===== src/rtl/updown_counter_mod.sv =====
// Parametrised up/down modulo counter with load, wrap/saturate bounds and sticky flags.
// Define COUNTER_PRESCALER_EN to gate counting with a divide-by-PRESCALE strobe.
module updown_counter_mod #(
  parameter int WIDTH    = 8,
  parameter int PRESCALE = 4
) (
  input  logic             clk,
  input  logic             reset,
  input  logic             enable,
  input  logic             up_dn,
  input  logic             load,
  input  logic [WIDTH-1:0] load_value,
  input  logic [WIDTH-1:0] modulus,
  input  logic             saturate,
  input  logic             clear_flags,
  output logic [WIDTH-1:0] count,
  output logic             tc,
  output logic             overflow,
  output logic             underflow,
  output logic             tick
);

  logic             step;
  logic             at_top;
  logic             at_zero;
  logic             up_bnd;
  logic             dn_bnd;
  logic [WIDTH-1:0] count_next;

`ifdef COUNTER_PRESCALER_EN
  localparam int PS_W = (PRESCALE > 1) ? $clog2(PRESCALE) : 1;
  localparam logic [PS_W-1:0] PS_MAX = PS_W'(PRESCALE - 1);

  logic [PS_W-1:0] psc;

  always_ff @(posedge clk or posedge reset) begin
    if (reset)
      psc <= '0;
    else if (load)
      psc <= '0;
    else if (enable)
      psc <= (psc == PS_MAX) ? '0 : psc + PS_W'(1);
  end

  assign tick = enable & (psc == PS_MAX);
`else
  assign tick = 1'b1;
`endif

  assign step    = enable & tick;
  assign at_top  = (count >= modulus);
  assign at_zero = (count == '0);
  assign up_bnd  = step & up_dn & at_top;
  assign dn_bnd  = step & ~up_dn & at_zero;
  assign tc      = up_bnd | dn_bnd;

  // A count left above a lowered modulus is pulled back to it on a down step without flagging.
  always_comb begin
    count_next = count;
    if (load) begin
      count_next = (load_value > modulus) ? modulus : load_value;
    end else if (step) begin
      if (up_dn)
        count_next = at_top ? (saturate ? modulus : '0) : count + WIDTH'(1);
      else if (at_zero)
        count_next = saturate ? '0 : modulus;
      else if (count > modulus)
        count_next = modulus;
      else
        count_next = count - WIDTH'(1);
    end
  end

  always_ff @(posedge clk or posedge reset) begin
    if (reset) begin
      count     <= '0;
      overflow  <= 1'b0;
      underflow <= 1'b0;
    end else begin
      count     <= count_next;
      // Setting outranks clearing when both happen in one cycle.
      overflow  <= (up_bnd & ~load) | (overflow & ~clear_flags);
      underflow <= (dn_bnd & ~load) | (underflow & ~clear_flags);
    end
  end

endmodule


===== config.mk =====
export PLATFORM = sky130hd
export DESIGN_NAME = updown_counter_mod
export DESIGN_NICKNAME = d
export VERILOG_FILES = /design/src/rtl/updown_counter_mod.sv
export SDC_FILE = /design/constraint.sdc
export NUM_CORES = 1
export LEC_CHECK = 0
export ABC_AREA = 1
export ABC_CLOCK_PERIOD_IN_PS = 3800
export CAP_MARGIN = 20
export CORE_ASPECT_RATIO = 1.2
export CORE_MARGIN = 5
export CORE_UTILIZATION = 45
export DETAILED_ROUTE_END_ITERATION = 12
export PLACE_DENSITY = 0.72
export SLEW_MARGIN = 25
export SYNTH_ARGS = -nofsm -noshare
export SYNTH_HDL_FRONTEND = slang
export SYNTH_SLANG_ARGS = --single-unit

===== constraint.sdc =====
create_clock -name clk -period 3.8 [get_ports clk]
set_input_delay 0.57 -clock clk [delete_from_list [all_inputs] [get_ports clk]]
set_output_delay 0.57 -clock clk [all_outputs]
set_load 0.03 [all_outputs]

* Word-level counts from Yosys, hierarchy flattened *
Cells that the tools add are included.
W data, S select, Z words.

operators by class
  add/subtract/negate cells = 2
  mux-type cells = 9
  bitwise logic cells = 14
  $lt $le $gt $ge = 3
  reductions and logical operators = 2

operators with widths
  kind                   count
  $mux W8                9
  $gt A8 B8 Y1           2
  $add A8 B1 Y8 const B  1
  $and A1 B1 Y1          8
  $ge A8 B8 Y1           1
  $logic_not A8 Y1       1
  $sub A8 B1 Y8 const B  1
  $not A1 Y1             3
  $or A1 B1 Y1           3
  $reduce_bool A2 Y1     1

storage, ports and cells
  output and inout bits = 12
  register bits after elaboration = 10
  input port bits = 23

* Logic depth before layout (Yosys ltp) *
Gate-level depths: netlist of the first run.

  word-level depth = 6
  gate-level depth with buffers = 17
  depth with buffers taken out = 17

* Worst setup path before layout of the first run *
No wires, ideal clock.

  path kind = input port to output port
  from = input modulus[7]
  to = output tc
  data required time = 3,230 ps
  slack = 1,430 ps
  arrival time = 1,800 ps
  stages = 8
  buffers on the path = 1
  path through = inv_1 ha_1 a21o_1 nor2_4 nand3_2 buf_6 nand3_1 nand2_1

between the ends
  longest elaborated chain between the ends = 3

RTL lines
  element        RTL line  RTL
  from (decl)    13        input logic [WIDTH-1:0] modulus,
  $ge A8 B8 Y1   51        assign at_top = (count >= modulus);
  $and A1 B1 Y1  53        assign up_bnd = step & up_dn & at_top;
  $or A1 B1 Y1   55        assign tc = up_bnd | dn_bnd;
  to (decl)      17        output logic tc,

Every way passes these cells.

* Final worst setup path of the first run *
  from = input modulus[5]
  to = output tc

The elaborated chain is that of the path after synthesis.

==> results of run 1 <==
sequential cells by signal, indices dropped and copies added, names as in the netlist:
name / count
overflow: 1
count: 8
underflow: 1
kinds of logic after synthesis:
kind of cell / count (synthesis) / share of synthesized area [%]
adders and majority gates: 19 / 14.0
DFF: 10 / 14.7
buffers and inverters: 43 / 11.8
and+or+nand+nor: 152 / 40.7
other: 1 / 0.220
AOI/OAI and AO/OA: 46 / 15.5
xor gates and xnor gates: 6 / 3.09
through the flow:
| step | power [W] | util (%) | area [µm²] | hold slack [ps] | worst slack [ps] |
|---|---|---|---|---|---|
| 6_report | 0.000775 | 57.6 | 2090 | 530 | 421 |
| 2_1_floorplan | 0.000515 | - | 1700 | 410 | 1430 |
| 3_5_place_dp | 0.000640 | 56.1 | 2040 | 529 | 438 |
| 5_1_grt | 0.000847 | 57.6 | 2090 | 574 | 245 |
| 3_3_place_gp | 0.000637 | 56.1 | 2040 | 528 | 471 |
| 4_1_cts | 0.000776 | 57.6 | 2090 | 535 | 428 |
cell usage after synthesis (2+ instances only):
cell type / number / area, µm²
nand2_1: 60 / 225
nor2_1: 39 / 146
nand3_1: 35 / 175
inv_1: 29 / 109
a21oi_1: 24 / 120
ha_1: 19 / 238
dfrtp_1: 10 / 250
o21ai_0: 8 / 40.0
nand2_2: 5 / 31.3
nor2_2: 4 / 25.0
o211ai_1: 4 / 30.0
xor2_1: 4 / 35.0
buf_2: 3 / 15.0
buf_4: 3 / 22.5
buf_6: 3 / 33.8
o21ai_1: 3 / 15.0
inv_2: 2 / 7.51
nand3_2: 2 / 20.0
nand3b_1: 2 / 15.0
nor2_4: 2 / 22.5
o22ai_1: 2 / 12.5
xnor2_1: 2 / 17.5
metal layers:
| layer | GRT usage, % | part of all wire [%] | up-vias |
|---|---|---|---|
| met5 | 0 | 0 | - |
| met3 | 1.45 | 4.6 | 6 |
| met4 | 5.08 | 1.1 | 0 |
| met2 | 33.6 | 50 | 54 |
| li1 | - | - | 967 |
| met1 | 23.7 | 45 | 830 |
path summary, 6_finish.rpt:
| check | from | end | slack, ps | cells after the start |
|---|---|---|---|---|
| min in group asynchronous | reset | count[1] | 620 | 2 |
| max in group asynchronous | reset | count[4] | 2910 | 2 |
| hold reg to reg | underflow | underflow | 530 | 2 |
| setup reg to reg | count[1] | count[3] | 1700 | 13 |
| setup / recovery | modulus[5] | tc | 420 | 10 |
| hold / removal | underflow | underflow | 530 | 2 |
critical path: cells and delay by family:
| family | cells | cell delay [ps] |
|---|---|---|
| adder cells (fa/ha/maj) | 1 | 310 |
| AND/OR/NAND/NOR | 6 | 600 |
| buffers and inverters | 3 | 1310 |
cell type report:
class,count,share of cell area (%)
clock buffers,4,2.63
inverters,33,6.04
multi-input cells,224,59.8
flip-flops and latches,10,12.0
well taps,52,3.11
repair buffers,35,16.5
power groups by stage:
stage                     sequential (W)  clock, W  combinational, W
after floorplan                 0.000190         0          0.000325
after global routing            0.000165  0.000142          0.000540
final                           0.000160  0.000132          0.000482
after global placement          0.000160         0          0.000477
after detailed placement        0.000160         0          0.000480
after CTS                       0.000159  0.000135          0.000482
==> results_dict.tcl, run 1 <==
set metrics [dict create \
    status "completed" \
    numClockSinks 10 \
    grt_pass1_vias 1723 \
    arrival_ps 2810 \
    totalWireLength_mm 4.62 \
    layout_commonest_cell "nand2_1" \
    maxSlewViolCount 0 \
    htreeDepth 1 \
    ctsLongestPathBuffers 2 \
    grt_pass1_wl_mm 7.76 \
    crit_path_end_kind "primary output" \
    vias_per_cell 5.19 \
    start_util_pct 46.9 \
    clk_latency_ps 230 \
    io_pins 35 \
    yosys_warnings 0 \
    fill_cells 375 \
    power.share.clock_pct 17.0 \
    routabilityCongestion 0.849 \
    regArea_um2 250 \
    synth_edf_count 0 \
    dr.first_iter.drc_count 124 \
    rsz0062_at_grt "no" \
    p_comb_share_pct 62.3 \
    power_density_nw_per_um2 370 \
    p_seq_share_pct 20.7 \
    port_buffers 33 \
    cts_root_buf "clkbuf_8" \
    postCtsHoldBufs 0 \
    layout_common_cells "60 x nand2_1, 39 x nor2_1, 35 x nand3_1" \
    maxCapViolations 0 \
    cts_tree "built" \
    syn_nets 319 \
    crit_path_max_incr_delay_ps 660 \
    slew_headroom_pct 59.7 \
    p_leak_nw 1.03 \
    synth.avg_cell_area_um2 6.15 \
    grt_overflow 0 \
    setup_viol 0 \
    rows 24 \
    dr.pass1.iters 4 \
    core-area_um2 3630 \
    dp.final_hpwl_mm 3.85 \
    cts_setup_buffers 0 \
    critPathMaxFanout 4 \
    synth_ff_type "dfrtp_1" \
    p_int_w 0.000408 \
    worst-setup-path-type "in2out" \
    start_kind "input port" \
    finalHoldViolCount 0 \
    cts_buffers 3 \
    ant_nets 0 \
    cpMaxStageDelayCell "clkdlybuf4s50_1" \
    yosys_register_bits 10 \
    swShare_pct 47.3 \
    finalSetupTns_ps 0 \
    syn_area_um2 1700 \
    peakVddDrop_mv 0.184 \
    clk_pin_slew_ps 50 \
    cp_cell_sequence "clkdlybuf4s50_1 -> inv_1 -> ha_1 -> nand2_1 -> nor2_4 -> nand4_4 -> nand3_2 -> nand3_1 -> nand2_1 -> clkdlybuf4s50_1" \
    cts_resized 0 \
    n_antenna_cell 0 \
    grt_usage_pct 18.7 \
    worstPathRequired_ps 3230 \
    clock_skew_ps 3.80 \
    finalCriticalPeriod_ps 3380 \
    grt_max_degree 17 \
    drive_gt1_share_pct 8.50 \
    switching_power_w 0.000366 \
    drc 0 \
    area_delta_synth_final_pct 22.9 \
    fmax_mhz 296 \
    fin_crit_sh_pct 88.9 \
    wire_per_inst_um 12.9 \
    ys_seq_area_share_pct 14.7 \
    hold_class "reg2reg" \
    place_inst 354 \
    multi_input_area_um2 1250 \
    fin_cells 358 \
    nets 349 \
    die-area_um2 5120 \
    die_h_um 77.4 \
    synth_cell_types 34 \
    worst_pin_slew_ps 603 \
    async_flop_share_pct 100 \
    syn_inst 277 \
    vias 1857 \
    die_w_um 66.2 \
    antenna_found_initial 0 \
]
Power figures use the tool's default switching activity.
==> run 2: changes to the inputs <==
ABC_CLOCK_PERIOD_IN_PS = unset   (was 3800)
==> results of run 2 <==
The final DEF is identical to that of run 1; final timing and power are the same.
==> variant: new RTL, config.mk and constraints of run 1 <==
The option `COUNTER_PRESCALER_EN` is turned on by a define.
--- a/src/rtl/updown_counter_mod.sv
+++ b/src/rtl/updown_counter_mod.sv
@@ -1,5 +1,7 @@
 // Parametrised up/down modulo counter with load, wrap/saturate bounds and sticky flags.
 // Define COUNTER_PRESCALER_EN to gate counting with a divide-by-PRESCALE strobe.
+`define COUNTER_PRESCALER_EN
+
 module updown_counter_mod #(
   parameter int WIDTH    = 8,
   parameter int PRESCALE = 4
Function: changed (Yosys sat finds a counterexample within 4 cycles, from zero or initial values and one cycle with reset high).
==> variant against run 1 <==
- cell area up 12%
- total power up 6.9%
- count of clock-buffer cells in the layout unchanged
- wire length up 26%
- setup slack worse by 0.077 ns
- sequential share of layout area up 0.85 points
- global-route usage up 2.7 points
- synthesized area up 11%
- sequential cell count up 2
==> variant: results (changes against run 1) <==
metric;value;unit;change
status;complete, no violations;;
GP Congestion;0.9242;;+8.9%
share of layout cells above drive strength 1;7.895;%;-0.60 points
worst min path class;flop to flop;;
Synth Net Count;349;;+9.4%
Worst Clk Skew;0.009934;ns;+0.006136 ns
critical path's top delay family;buffers and inverters;;
Synth Flop Type;dfrtp_1;;
Syn Area/Cell;6.174;um2;+0.43%
met2 Use GR;34.35;%;+0.79 points
top post-synthesis cells by area;dfrtp_1, nand2_1, ha_1;;
Commonest cells post-synth;nand2_1, nand3_1, inv_1, nor2_1, ha_1;;
first-pass GRT wire length;9577;um;+23%
CTS max path bufs;2;;unchanged
Arr. time, crit path;2.89;ns;+0.08 ns
Worst Path Max Fanout;9;;+5
CP Launch Point;modulus[1];;
worst reg-to-reg setup slack;1.63;ns;-0.07 ns
worst reg2reg path endpoint;count[7];;
Top Registers;count x8, psc x2;;
Rel. slew slack;64.77;%;+5.1 points
Clock Root Buffer;clkbuf_8;;
crit path capture;tc;;
largest net degree at the start of global routing;13;;-4
asr flop ratio synth;100.0;%;unchanged
1st-pass router iterations;4;;unchanged
port buffer count;34;;+3.0%
Reg clk slew, reported paths;0.06;ns;
buffers inserted by post-CTS timing repair;0;;unchanged
post-DP HPWL;4586;um;+19%
vias;2118;;+14%
Overall Global Routing Usage;21.45;%;+2.7 points
synth unique cells;30;;-12%
antenna violations before repair;0;;unchanged
Pleak;1.226;nW;+19%
met3 usage;2.723;%;+1.3 points
gr busiest metal;met2;;
Worst IR Drop VDD;0.0002362;V;+28%
H-tree depth;1;;unchanged
post-DR vias/cell;5.348;;+3.1%
Yosys warnings;0;;unchanged
clk_lat worst skew;0.25;ns;+0.02 ns
Slowest Stage Delay on Critical Path;0.66;ns;about the same
drt first-iter violations;123;;-0.81%
nets@finish;386;;+11%
Worst path slowest cell;clkdlybuf4s50_1;;
register area share after synthesis;15.89;%;+1.2 points
GR Layer Usage met1;28.40;%;+4.7 points
RR Startpoint;count[2];;
count of final max-slew check failures;0;;unchanged
Worst R2R Path Depth;13;;unchanged
wire per inst;14.73;um;+14%
vias in the first global route;2001;;+16%
variant: worst min-delay path by stage:
stage / start / to / slack (ns) / cells after the start
2_1_floorplan: reset / count[0] / 0.43 / 1
3_3_place_gp: underflow / underflow / 0.52 / 2
3_5_place_dp: underflow / underflow / 0.53 / 2
4_1_cts: underflow / underflow / 0.54 / 2
5_1_grt: psc[0] / psc[0] / 0.57 / 2
6_report: underflow / underflow / 0.53 / 2
variant: report_power, final:
part	internal, mW	switching [mW]
sequential	0.146	0.0403
clock	0.0919	0.0588
combinational	0.190	0.301
variant: tightest hold or removal path: stages (launching register included):
cell and delay, ns:
dfrtp_1 0.37, inv_1 0.05, o22ai_1 0.07
variant: per-layer routing:
metal / wire length, um / share of wire [%]
met2: 2633 / 45
met1: 2511 / 43
met3: 465 / 8.0
met5: 0 / 0
met4: 225 / 3.9
variant: cell type report:
class	count	area [um2]
Clock buffer	4	55.05
Fill cell	444	1658
Inverter	48	180.2
Multi-Input combinational cell	239	1365
Sequential cell	12	300.3
Tap cell	54	67.56
Timing Repair Buffer	39	377.9
variant: per-stage QoR:
step           instance area, um2  power (mW)  util (%)  setup slack, ns  hold slack (ns)
6_report                     2346      0.8279     58.59           0.3444           0.5347
5_1_grt                      2346      0.8935     58.59           0.1960           0.5744
4_1_cts                      2346      0.8257     58.59           0.3465           0.5412
3_5_place_dp                 2291      0.6701     57.22           0.3591           0.5329
3_3_place_gp                 2291      0.6665     57.22           0.4031           0.5242
2_1_floorplan                1889      0.5283         -            1.383           0.4347
variant: kinds of logic after synthesis:
group	synth area share, %
adder cells (fa/ha/maj)	13.25
flip-flops	15.89
AO/OA/AOI/OAI	7.947
XOR/XNOR	4.636
buffers and inverters	11.85
AND/OR/NAND/NOR	46.42
